## src/rtl/phrase_sequencer.sv

```systemverilog
// phrase_sequencer
// Tempo-driven phrase player. Walks phrase-database entries first_addr..last_addr
// (wrapping modulo 2^ADDR_W) and emits one note code at a time, each held for
// SHORT_TICKS or LONG_TICKS tempo ticks depending on the note's length bit.
//
// Optional feature: define PHRASE_LOOP_EN to add the loop_en input. With loop_en=1
// the range restarts from first_addr on completion instead of finishing.
//
// Ports:
//   clk, rst       clock, asynchronous active-high reset
//   tick           one-cycle tempo strobe
//   start, stop    begin playback of the latched range / abort playback
//   first_addr     first phrase of range
//   last_addr      last phrase of range
//   db_addr        address to phrase database (always the current pointer)
//   db_entry       packed note codes, note 0 in the most significant NOTE_W bits
//   length_entry   per-note length bits, MSB is note 0, 1 = long
//   n_note         number of notes in the entry minus 1
//   note           current note code
//   note_valid     a note is being played
//   note_strobe    pulse in the first cycle of each note
//   busy           fetching or playing
//   done           pulse on normal completion of the range
//   loop_en        (PHRASE_LOOP_EN only) restart the range on completion

`timescale 1ns/1ps

module phrase_sequencer #(
   parameter int unsigned NOTE_W      = 4,
   parameter int unsigned MAX_NOTES   = 8,
   parameter int unsigned ADDR_W      = 4,
   parameter int unsigned CNT_W       = $clog2(MAX_NOTES),
   parameter int unsigned SHORT_TICKS = 1,
   parameter int unsigned LONG_TICKS  = 2
) (
   input  logic                          clk,
   input  logic                          rst,
   input  logic                          tick,
   input  logic                          start,
   input  logic                          stop,
   input  logic [ADDR_W-1:0]             first_addr,
   input  logic [ADDR_W-1:0]             last_addr,
   output logic [ADDR_W-1:0]             db_addr,
   input  logic [NOTE_W*MAX_NOTES-1:0]   db_entry,
   input  logic [MAX_NOTES-1:0]          length_entry,
   input  logic [CNT_W-1:0]              n_note,
   output logic [NOTE_W-1:0]             note,
   output logic                          note_valid,
   output logic                          note_strobe,
   output logic                          busy,
   output logic                          done
`ifdef PHRASE_LOOP_EN
   ,
   input  logic                          loop_en
`endif
);

   typedef enum logic [1:0] {StIdle, StFetch, StPlay} state_e;

   state_e                        state_q, state_d;
   logic [ADDR_W-1:0]             ptr_q, ptr_d;
   logic [ADDR_W-1:0]             last_q, last_d;
`ifdef PHRASE_LOOP_EN
   logic [ADDR_W-1:0]             first_q, first_d;
`endif
   logic [NOTE_W*MAX_NOTES-1:0]   notes_q, notes_d;
   logic [MAX_NOTES-1:0]          lens_q, lens_d;
   logic [CNT_W-1:0]              nmax_q, nmax_d;
   logic [CNT_W-1:0]              idx_q, idx_d;
   logic [7:0]                    cnt_q, cnt_d;
   logic [NOTE_W-1:0]             note_q, note_d;
   logic                          strobe_q, strobe_d;
   logic                          done_q, done_d;

   // Note code of slot i; slot 0 sits in the most significant bits.
   function automatic logic [NOTE_W-1:0] slot_note(input logic [NOTE_W*MAX_NOTES-1:0] notes,
                                                   input logic [CNT_W-1:0] i);
      logic [NOTE_W-1:0] r;
      r = '0;
      for (int unsigned k = 0; k < MAX_NOTES; k++) begin
         if (CNT_W'(k) == i) r = notes[NOTE_W*(MAX_NOTES-1-k) +: NOTE_W];
      end
      return r;
   endfunction

   // Tick count for slot i; its length bit sits at MAX_NOTES-1-i.
   function automatic logic [7:0] slot_ticks(input logic [MAX_NOTES-1:0] lens,
                                             input logic [CNT_W-1:0] i);
      logic [7:0] r;
      r = 8'(SHORT_TICKS);
      for (int unsigned k = 0; k < MAX_NOTES; k++) begin
         if (CNT_W'(k) == i && lens[MAX_NOTES-1-k]) r = 8'(LONG_TICKS);
      end
      return r;
   endfunction

   always_ff @(posedge clk or posedge rst) begin
      if (rst) begin
         state_q  <= StIdle;
         ptr_q    <= '0;
         last_q   <= '0;
`ifdef PHRASE_LOOP_EN
         first_q  <= '0;
`endif
         notes_q  <= '0;
         lens_q   <= '0;
         nmax_q   <= '0;
         idx_q    <= '0;
         cnt_q    <= '0;
         note_q   <= '0;
         strobe_q <= 1'b0;
         done_q   <= 1'b0;
      end else begin
         state_q  <= state_d;
         ptr_q    <= ptr_d;
         last_q   <= last_d;
`ifdef PHRASE_LOOP_EN
         first_q  <= first_d;
`endif
         notes_q  <= notes_d;
         lens_q   <= lens_d;
         nmax_q   <= nmax_d;
         idx_q    <= idx_d;
         cnt_q    <= cnt_d;
         note_q   <= note_d;
         strobe_q <= strobe_d;
         done_q   <= done_d;
      end
   end

   always_comb begin
      state_d  = state_q;
      ptr_d    = ptr_q;
      last_d   = last_q;
`ifdef PHRASE_LOOP_EN
      first_d  = first_q;
`endif
      notes_d  = notes_q;
      lens_d   = lens_q;
      nmax_d   = nmax_q;
      idx_d    = idx_q;
      cnt_d    = cnt_q;
      note_d   = note_q;
      strobe_d = 1'b0;
      done_d   = 1'b0;

      unique case (state_q)
         StIdle: begin
            // start is ignored when stop arrives in the same cycle
            if (start && !stop) begin
`ifdef PHRASE_LOOP_EN
               first_d = first_addr;
`endif
               last_d  = last_addr;
               ptr_d   = first_addr;
               state_d = StFetch;
            end
         end
         StFetch: begin
            if (stop) begin
               state_d = StIdle;
            end else begin
               // Database is sampled only here; later changes do not touch this phrase.
               notes_d  = db_entry;
               lens_d   = length_entry;
               nmax_d   = n_note;
               idx_d    = '0;
               cnt_d    = slot_ticks(length_entry, '0);
               note_d   = slot_note(db_entry, '0);
               strobe_d = 1'b1;
               state_d  = StPlay;
            end
         end
         StPlay: begin
            if (stop) begin
               state_d = StIdle;
            end else if (tick) begin
               if (cnt_q > 8'd1) begin
                  cnt_d = cnt_q - 8'd1;
               end else if (idx_q != nmax_q) begin
                  idx_d    = idx_q + CNT_W'(1);
                  cnt_d    = slot_ticks(lens_q, idx_q + CNT_W'(1));
                  note_d   = slot_note(notes_q, idx_q + CNT_W'(1));
                  strobe_d = 1'b1;
               end else if (ptr_q != last_q) begin
                  // Natural overflow gives the wrap-around through 2^ADDR_W-1 to 0.
                  ptr_d   = ptr_q + ADDR_W'(1);
                  state_d = StFetch;
               end else begin
`ifdef PHRASE_LOOP_EN
                  if (loop_en) begin
                     ptr_d   = first_q;
                     state_d = StFetch;
                  end else begin
                     state_d = StIdle;
                     done_d  = 1'b1;
                  end
`else
                  state_d = StIdle;
                  done_d  = 1'b1;
`endif
               end
            end
         end
         default: state_d = StIdle;
      endcase
   end

   assign db_addr     = ptr_q;
   assign note        = note_q;
   assign note_valid  = (state_q == StPlay);
   assign note_strobe = strobe_q;
   assign busy        = (state_q != StIdle);
   assign done        = done_q;

endmodule

```

## config.mk

```make
export PLATFORM = sky130hd
export DESIGN_NAME = phrase_sequencer
export DESIGN_NICKNAME = d
export VERILOG_FILES = /design/src/rtl/phrase_sequencer.sv
export SDC_FILE = /design/constraint.sdc
export NUM_CORES = 1
export LEC_CHECK = 0
export BUFFER_PORTS_ARGS = -buffer_cell sky130_fd_sc_hd__buf_2
export CORE_ASPECT_RATIO = 1.75
export CORE_MARGIN = 4
export CORE_UTILIZATION = 45
export CTS_CLUSTER_DIAMETER = 200
export DETAILED_ROUTE_END_ITERATION = 8
export PLACE_DENSITY = 0.69
export SYNTH_ARGS = -nofsm -noshare
export SYNTH_HDL_FRONTEND = slang
export SYNTH_SLANG_ARGS = --single-unit
```

## constraint.sdc

```tcl
create_clock -name clk -period 2.7 [get_ports clk]
set_clock_uncertainty 0.2 [all_clocks]
set_input_delay 0.54 -clock clk [delete_from_list [all_inputs] [get_ports clk]]
set_output_delay 0.54 -clock clk [all_outputs]
set_load 0.03 [all_outputs]
```

### Word-level counts from Yosys, hierarchy flattened

Index checks and enable logic that the tools add are counted.

* bits in registers: 70
* input bits: 56
* output and inout port bits: 12
* word-level logic and storage cells: 122

* add/subtract/negate cells: 3
* order comparisons: 1
* equal/unequal tests: 23
* muxes and demuxes: 62
* bitwise operators: 1
* reduce and logical (&&, ||, !) cells: 21

Operator list (count)
* two-way mux 8 bit: 12
* two-way mux 4 bit: 19
* two-way mux 2 bit: 8
* one-hot mux 4 bit (2 select lines): 2
* one-hot mux 8 bit (2 select lines): 1
* two-way mux 3 bit: 5
* equality test 3 bit, first input constant: 4
* two-way mux 1 bit: 12
* inequality test 2 bit, second input constant: 6
* logical AND 1 bit: 9
* inequality test 3 bit, second input constant: 3
* > comparator 8 x 1 -> 1 bit, second input constant: 1
* subtractor 8 x 1 -> 8 bit, second input constant: 1
* AND reduction 7 bit: 1
* equality test 2 x 3 -> 1 bit, first input constant: 2
* one-hot mux 2 bit (3 select lines): 1
* one-hot mux 3 bit (2 select lines): 1
* AND reduction 6 bit: 1
* nonzero test 2 bit: 3
* AND reduction 5 bit: 1
* adder 4 x 1 -> 4 bit, second input constant: 1
* inequality test 2 x 1 -> 1 bit, second input constant: 2
* inequality test 4 bit: 1
* AND reduction 2 bit: 2
* 12 further kinds: 12

### Depth between registers and ports, before layout

Gate-level depths: netlist of the first run.

* depth after elaboration: 16
* gate-level depth with buffers: 9

### Least setup slack after synthesis of the first run

OpenSTA, ideal clock, no wires.

* kind: input port to flip-flop
* start: in tick
* end: reg note_q[0] (netlist: note[0])
* arrival time: 2.072 ns
* required time: 2.375 ns
* slack: 0.303 ns
* cell stages on the path: 4
* cells stage by stage: or4b_4 > or4_4 > o22ai_2 > mux2_2

* word-level cells in the longest chain between the ends: 2

Ends and longest elaborated chain
* start, declared: RTL line 38 `input logic tick,`
* inequality test 2 bit (no line)
* AND reduction 6 bit (no line)
* end signal, assigned: RTL line 125 `note_q <= note_d;`
* end, declared: RTL line 71 `logic [NOTE_W-1:0] note_q, note_d;`

Every way passes these cells.
A chain may end at the register's enable or synchronous reset.

### Final worst setup path of the first run

* start: reg cnt_q[4]
* end: reg note_q[3] (netlist: note[3])

* word-level cells in the longest chain between the ends: 3

Ends and longest elaborated chain
* start, declared: RTL line 70 `logic [7:0] cnt_q, cnt_d;`
* start signal, assigned: RTL line 124 `cnt_q <= cnt_d;`
* > comparator 8 x 1 -> 1 bit: RTL line 178 `if (cnt_q > 8'd1) begin`
* inequality test 2 bit (no line)
* AND reduction 6 bit (no line)

Every way passes these cells.

==> flow_metrics.tcl, run 1 <==
set metrics [dict create \
    synthFlopType "dfrtp_1" \
    ys_types 46 \
    clk_pin_slew_worst_paths_ps 60 \
    final_cell_mix "nand2_1 (136), dfrtp_1 (70), buf_2 (67)" \
    dpl.hpwl_mm 6.49 \
    drt-met1-wl_mm 3.39 \
    arrival_ps 2540 \
    dr.pass1.iters 4 \
    post-route-min-period_ps 2530 \
    ys_seq_area_share_pct 48.1 \
    reg2reg_to "note[3]" \
    grt_max_degree 47 \
    max_slew.worst_pin.slew_ps 631 \
    ant_nets 0 \
    worstSetupPathType "reg -> reg" \
    die-area_sq_um 9650 \
    cp_slowest_stage_delay_ps 560 \
    relSlewSlack_pct 57.5 \
    initialDrtViolationCount 105 \
    fin_hold_ws_ps 74.9 \
    cp.buffers_inverters 0 \
    setup_slack_ps 172 \
    status "completed" \
    min-delay-path-class "in -> async" \
    cp_top_family "simple AND/OR/NAND/NOR gates" \
    start_util_pct 46.0 \
    grt_usage_pct 19.4 \
    cts_buffer_depth 2 \
    netlist_instances 417 \
    totalWireLength_mm 8.76 \
    syn_area_sq_um 3640 \
    dr_wl_met3_microns 407 \
    powerDensity_nw_per_um2 1110 \
    required_ps 2720 \
    fin_crit_sh_pct 93.6 \
    cts_tree "built" \
    syn_to_final_growth_pct 20.9 \
    post_cts_buffers 0 \
    grt_overflow 0 \
    die-width_microns 76.0 \
    top_layer "met4" \
    pre_cts_ws_ps 47.7 \
    numCtsBuffers 9 \
    ys_ff_latch 70 \
    fin_util_pct 55.7 \
    grt_pass1_wl_mm 15.0 \
    power.leakage_nw 2.18 \
    avgViaCountPerCell 5.32 \
    setup_violations 0 \
    r2r_cells 4 \
    slowest_stage "or4b_4" \
    syn_nets 485 \
    cap_viol_max_count 0 \
    crit_path_start "cnt_q[4]" \
    hold_viol_final 0 \
    worstReg2RegStart "cnt_q[4]" \
    fin_setup_tns_ps 0 \
    drc_errors 0 \
    drive_gt1_share_pct 22.4 \
    ios 68 \
    final_common_cell "nand2_1" \
    fmax_mhz 396 \
    synthArstFlopShare_pct 100 \
    num_rows 43 \
    path_cells "or4b_4 > or4_4 > o22ai_2 > mux2_2" \
    stdcell_area_sq_um 4400 \
    wl_met2_mm 4.72 \
    drv_slew 0 \
    yosysWarnings 0 \
    htree_num_levels 3 \
    critPathCapture "note[3]" \
    fin_cells 581 \
    rsz0062_at_grt "false" \
    first_global_vias 3203 \
    avgSynthCellArea_sq_um 8.73 \
    nets 554 \
    critical_path_cell_count 4 \
    end_kind "flip-flop" \
    irDropWorstVdd_v 0.000436 \
    dpl_cell_area_sq_um 4120 \
    r2r_setup_slack_ps 170 \
    antenna_found_initial 0 \
    core-area_sq_um 7910 \
    cts_resized 0 \
    clockRootBuffer "clkbuf_16" \
    cp-start-kind "flip-flop" \
    dp.cells 565 \
    insertedDiodeCount 0 \
    gp_congestion 0.818 \
    path_max_fanout 7 \
    numClockSinks 70 \
    port_buffers 67 \
    wl_per_cell_microns 15.1 \
    via_count 3091 \
    clk_latency_ps 330 \
    synth_edf_count 0 \
    power.total_mw 4.90 \
    dieHeight_microns 127 \
    postCtsHoldBufs 0 \
]
==> Yosys cell counts (4+ instances only) <==
cell type | count | area (sq um)
a22oi_1 | 5 | 37.5
a31oi_1 | 4 | 25.0
clkbuf_1 | 16 | 60.1
dfrtp_1 | 70 | 1750
ha_1 | 12 | 150
inv_1 | 21 | 78.8
mux2_2 | 10 | 113
nand2_1 | 136 | 510
nand3_1 | 8 | 40.0
nor2_1 | 22 | 82.6
nor2b_1 | 9 | 56.3
nor3_1 | 4 | 20.0
o211ai_1 | 5 | 37.5
o21ai_0 | 30 | 150
o221ai_1 | 4 | 35.0
o41ai_1 | 4 | 35.0
xnor2_1 | 8 | 70.1
==> worst register-to-register path: stages, from the launching register on <==
cell and delay (ps):
dfrtp_1 440, or4b_4 560, or4_4 540, o22ai_2 300, mux2_2 380
==> cell families (layout without fill, tap and decap cells) <==
kind of cell	Yosys count	after routing	synth area share [%]
buf+inv	40	114	4.13
fa+ha+maj	12	12	4.13
xor+xnor	9	9	2.17
mux	13	13	3.92
compound gates	73	73	13.8
simple gates	200	200	23.8
flops	70	70	48.1
==> registers in the layout, summed over array words and instances, names as in the netlist <==
name         count
notes_q         32
cnt_q            8
lens_q           8
db_addr          4
last_q           4
note             4
idx_q            3
nmax_q           3
state_q          2
done             1
note_strobe      1
==> layer usage <==
layer	track usage, %	up-vias
met5	0	-
met1	21.2	1453
met3	5.01	17
li1	-	1552
met2	34.4	69
met4	9.33	0
==> where the power goes <==
group / switching [mW] / internal [mW] / total, mW
clock network: 0.431 / 0.708 / 1.14
registers: 0.316 / 1.50 / 1.82
logic: 1.18 / 0.763 / 1.94
total: 1.93 / 2.98 / 4.90
==> how the worst min path moves through the flow <==
stage / slack [ps] / cells past startpoint / startpoint / endpoint
after detailed placement: 260 / 2 / notes_q[7] / notes_q[7]
after floorplan: 240 / 2 / notes_q[25] / notes_q[25]
after global routing: 110 / 2 / rst / notes_q[27]
after CTS: 80 / 2 / rst / note[2]
final: 70 / 2 / rst / notes_q[27]
after global placement: 260 / 2 / notes_q[10] / notes_q[10]
==> cell type report <==
| type | count | area [sq um] |
|---|---|---|
| clock buffer | 11 | 233 |
| clock inverter | 5 | 50.0 |
| fill | 771 | 3510 |
| inverter | 21 | 78.8 |
| multi-input combinational | 307 | 1740 |
| sequential | 70 | 1750 |
| tap | 90 | 113 |
| timing repair buffer | 77 | 435 |
No activity file was read; power rests on OpenSTA's default activity.
==> inputs of run 2 (changes only) <==
RECOVER_POWER = 50   (was not set)
==> run 2 against run 1 <==
Net effect:
- combinational power is essentially flat
- clock power is essentially flat
- worst setup slack lost 1.8 ps
- die area is the same
- non-clock buffer count is the same
- sequential power is essentially flat
- highest routed layer unchanged
- design area shrank 0.80%
==> flow_metrics.tcl, run 2 (synthesis gave the netlist of run 1 again) <==
set metrics [dict create \
    status "completed" \
    grt_max_degree 47 \
    postCtsHoldBufs 0 \
    nets 554 \
    rsz0062_at_grt "false" \
    fin_crit_sh_pct 93.7 \
    critPathCapture "note[3]" \
    grt_usage_pct 19.4 \
    gp_congestion 0.818 \
    drv_slew 0 \
    initialDrtViolationCount 134 \
    clk_pin_slew_worst_paths_ps 60 \
    setup_violations 0 \
    stdcell_area_sq_um 4370 \
    seq_power_share_pct 37.2 \
    end_kind "flip-flop" \
    dieHeight_microns 127 \
    totalWireLength_mm 8.76 \
    insertedDiodeCount 0 \
    numClockSinks 70 \
    reg2reg_to "note[3]" \
    numCtsBuffers 9 \
    powerDensity_nw_per_um2 1120 \
    cts_buffer_depth 2 \
    seq_area_sq_um 1750 \
    wl_met2_mm 4.74 \
    setup_slack_ps 171 \
    antenna_found_initial 0 \
    path_max_fanout 7 \
    grt_overflow 0 \
    required_ps 2720 \
    final_cell_mix "nand2_1 (136), dfrtp_1 (70), buf_2 (64)" \
    irDropWorstVdd_v 0.000436 \
    drive_gt1_share_pct 21.4 \
    p_int_mw 2.97 \
    worstReg2RegStart "cnt_q[4]" \
    top_layer "met4" \
    cts_resized 0 \
    port_buffers 67 \
    post_cts_buffers 0 \
    worstSetupPathType "reg -> reg" \
    r2r_setup_slack_ps 170 \
    path_cells "or4b_4 > or4_4 > o22ai_2 > mux2_2" \
    dpl_cell_area_sq_um 4120 \
    pwr-share-comb_pct 39.5 \
    pre_cts_ws_ps 47.7 \
    via_count 3096 \
    clock_power_share_pct 23.3 \
    slowest_stage "or4b_4" \
    cts_tree "built" \
    dr.pass1.iters 4 \
    arrival_ps 2550 \
    final_common_cell "nand2_1" \
    drt-met1-wl_mm 3.39 \
    wl_per_cell_microns 15.1 \
    htree_num_levels 3 \
    fmax_mhz 395 \
    largest_reg_flops 32 \
    hold_viol_final 0 \
    syn_to_final_growth_pct 20.0 \
    clockRootBuffer "clkbuf_16" \
    avgViaCountPerCell 5.33 \
    ant_nets 0 \
    dpl.hpwl_mm 6.49 \
    drc_errors 0 \
    first_global_vias 3203 \
    cp_slowest_stage_delay_ps 560 \
    max_slew.worst_pin.slew_ps 960 \
    clk_latency_ps 340 \
    cap_viol_max_count 0 \
    fin_setup_tns_ps 0 \
    num_rows 43 \
    crit_path_start "cnt_q[4]" \
    regMostFlops "notes_q" \
    cp-start-kind "flip-flop" \
    r2r_cells 4 \
    p_sw_mw 1.93 \
    grt_pass1_wl_mm 15.0 \
    die-area_sq_um 9650 \
    start_util_pct 46.0 \
    post-route-min-period_ps 2530 \
    fill_cells 777 \
    reg_top3 "notes_q: 32 flops, cnt_q: 8 flops, lens_q: 8 flops" \
    die-width_microns 76.0 \
    ios 68 \
    min-delay-path-class "in -> reg" \
    relSlewSlack_pct 36.0 \
    power.leakage_nw 2.16 \
    core-area_sq_um 7910 \
    p_sw_share_pct 39.4 \
    multi_input_area_sq_um 1740 \
    dr_wl_met3_microns 399 \
]
## run 2: per-layer routing
layer,vias to the layer above,GRT usage [%]
li1,1552,-
met1,1453,21.2
met2,74,34.4
met3,17,5.01
met4,0,9.33
met5,-,0
## run 2: stage by stage
stage / instances / utilization (%) / hold WS, ps / power, mW
after floorplan: 417 / - / 241 / 3.21
after global placement: 565 / 52.1 / 260 / 3.72
after detailed placement: 565 / 52.1 / 264 / 3.79
after CTS: 581 / 55.7 / 81.3 / 4.96
after global routing: 581 / 55.2 / 192 / 5.29
final: 581 / 55.2 / 192 / 4.89
## run 2: layout make-up
type / count / share of cell area (%)
clock buffers: 11 / 5.33
repair buffers: 77 / 9.17
clock inverters: 5 / 1.15
multi-input cells: 307 / 39.9
well taps: 90 / 2.58
flip-flops and latches: 70 / 40.1
inverters: 21 / 1.81
## run 2: how the worst min path moves through the flow
stage | from | end | slack [ps] | depth (start not counted)
after detailed placement | notes_q[7] | notes_q[7] | 260 | 2
final | db_entry[11] | notes_q[11] | 190 | 3
after floorplan | notes_q[25] | notes_q[25] | 240 | 2
after CTS | rst | note[2] | 80 | 2
after global routing | db_entry[22] | notes_q[22] | 190 | 3
after global placement | notes_q[10] | notes_q[10] | 260 | 2
## run 2: worst max-delay path, delay by kind of cell (launching register included)
kind            cells  cell delay, ps
simple gates        2            1090
flops               1             440
mux                 1             380
compound gates      1             300
## run 2: power by group through the flow
stage          combinational, mW  sequential [mW]  clock, mW
4_1_cts                     1.97             1.82       1.17
3_3_place_gp                1.90             1.82          0
2_1_floorplan               1.35             1.86          0
6_report                    1.93             1.82       1.14
5_1_grt                     2.20             1.87       1.21
3_5_place_dp                1.95             1.84          0
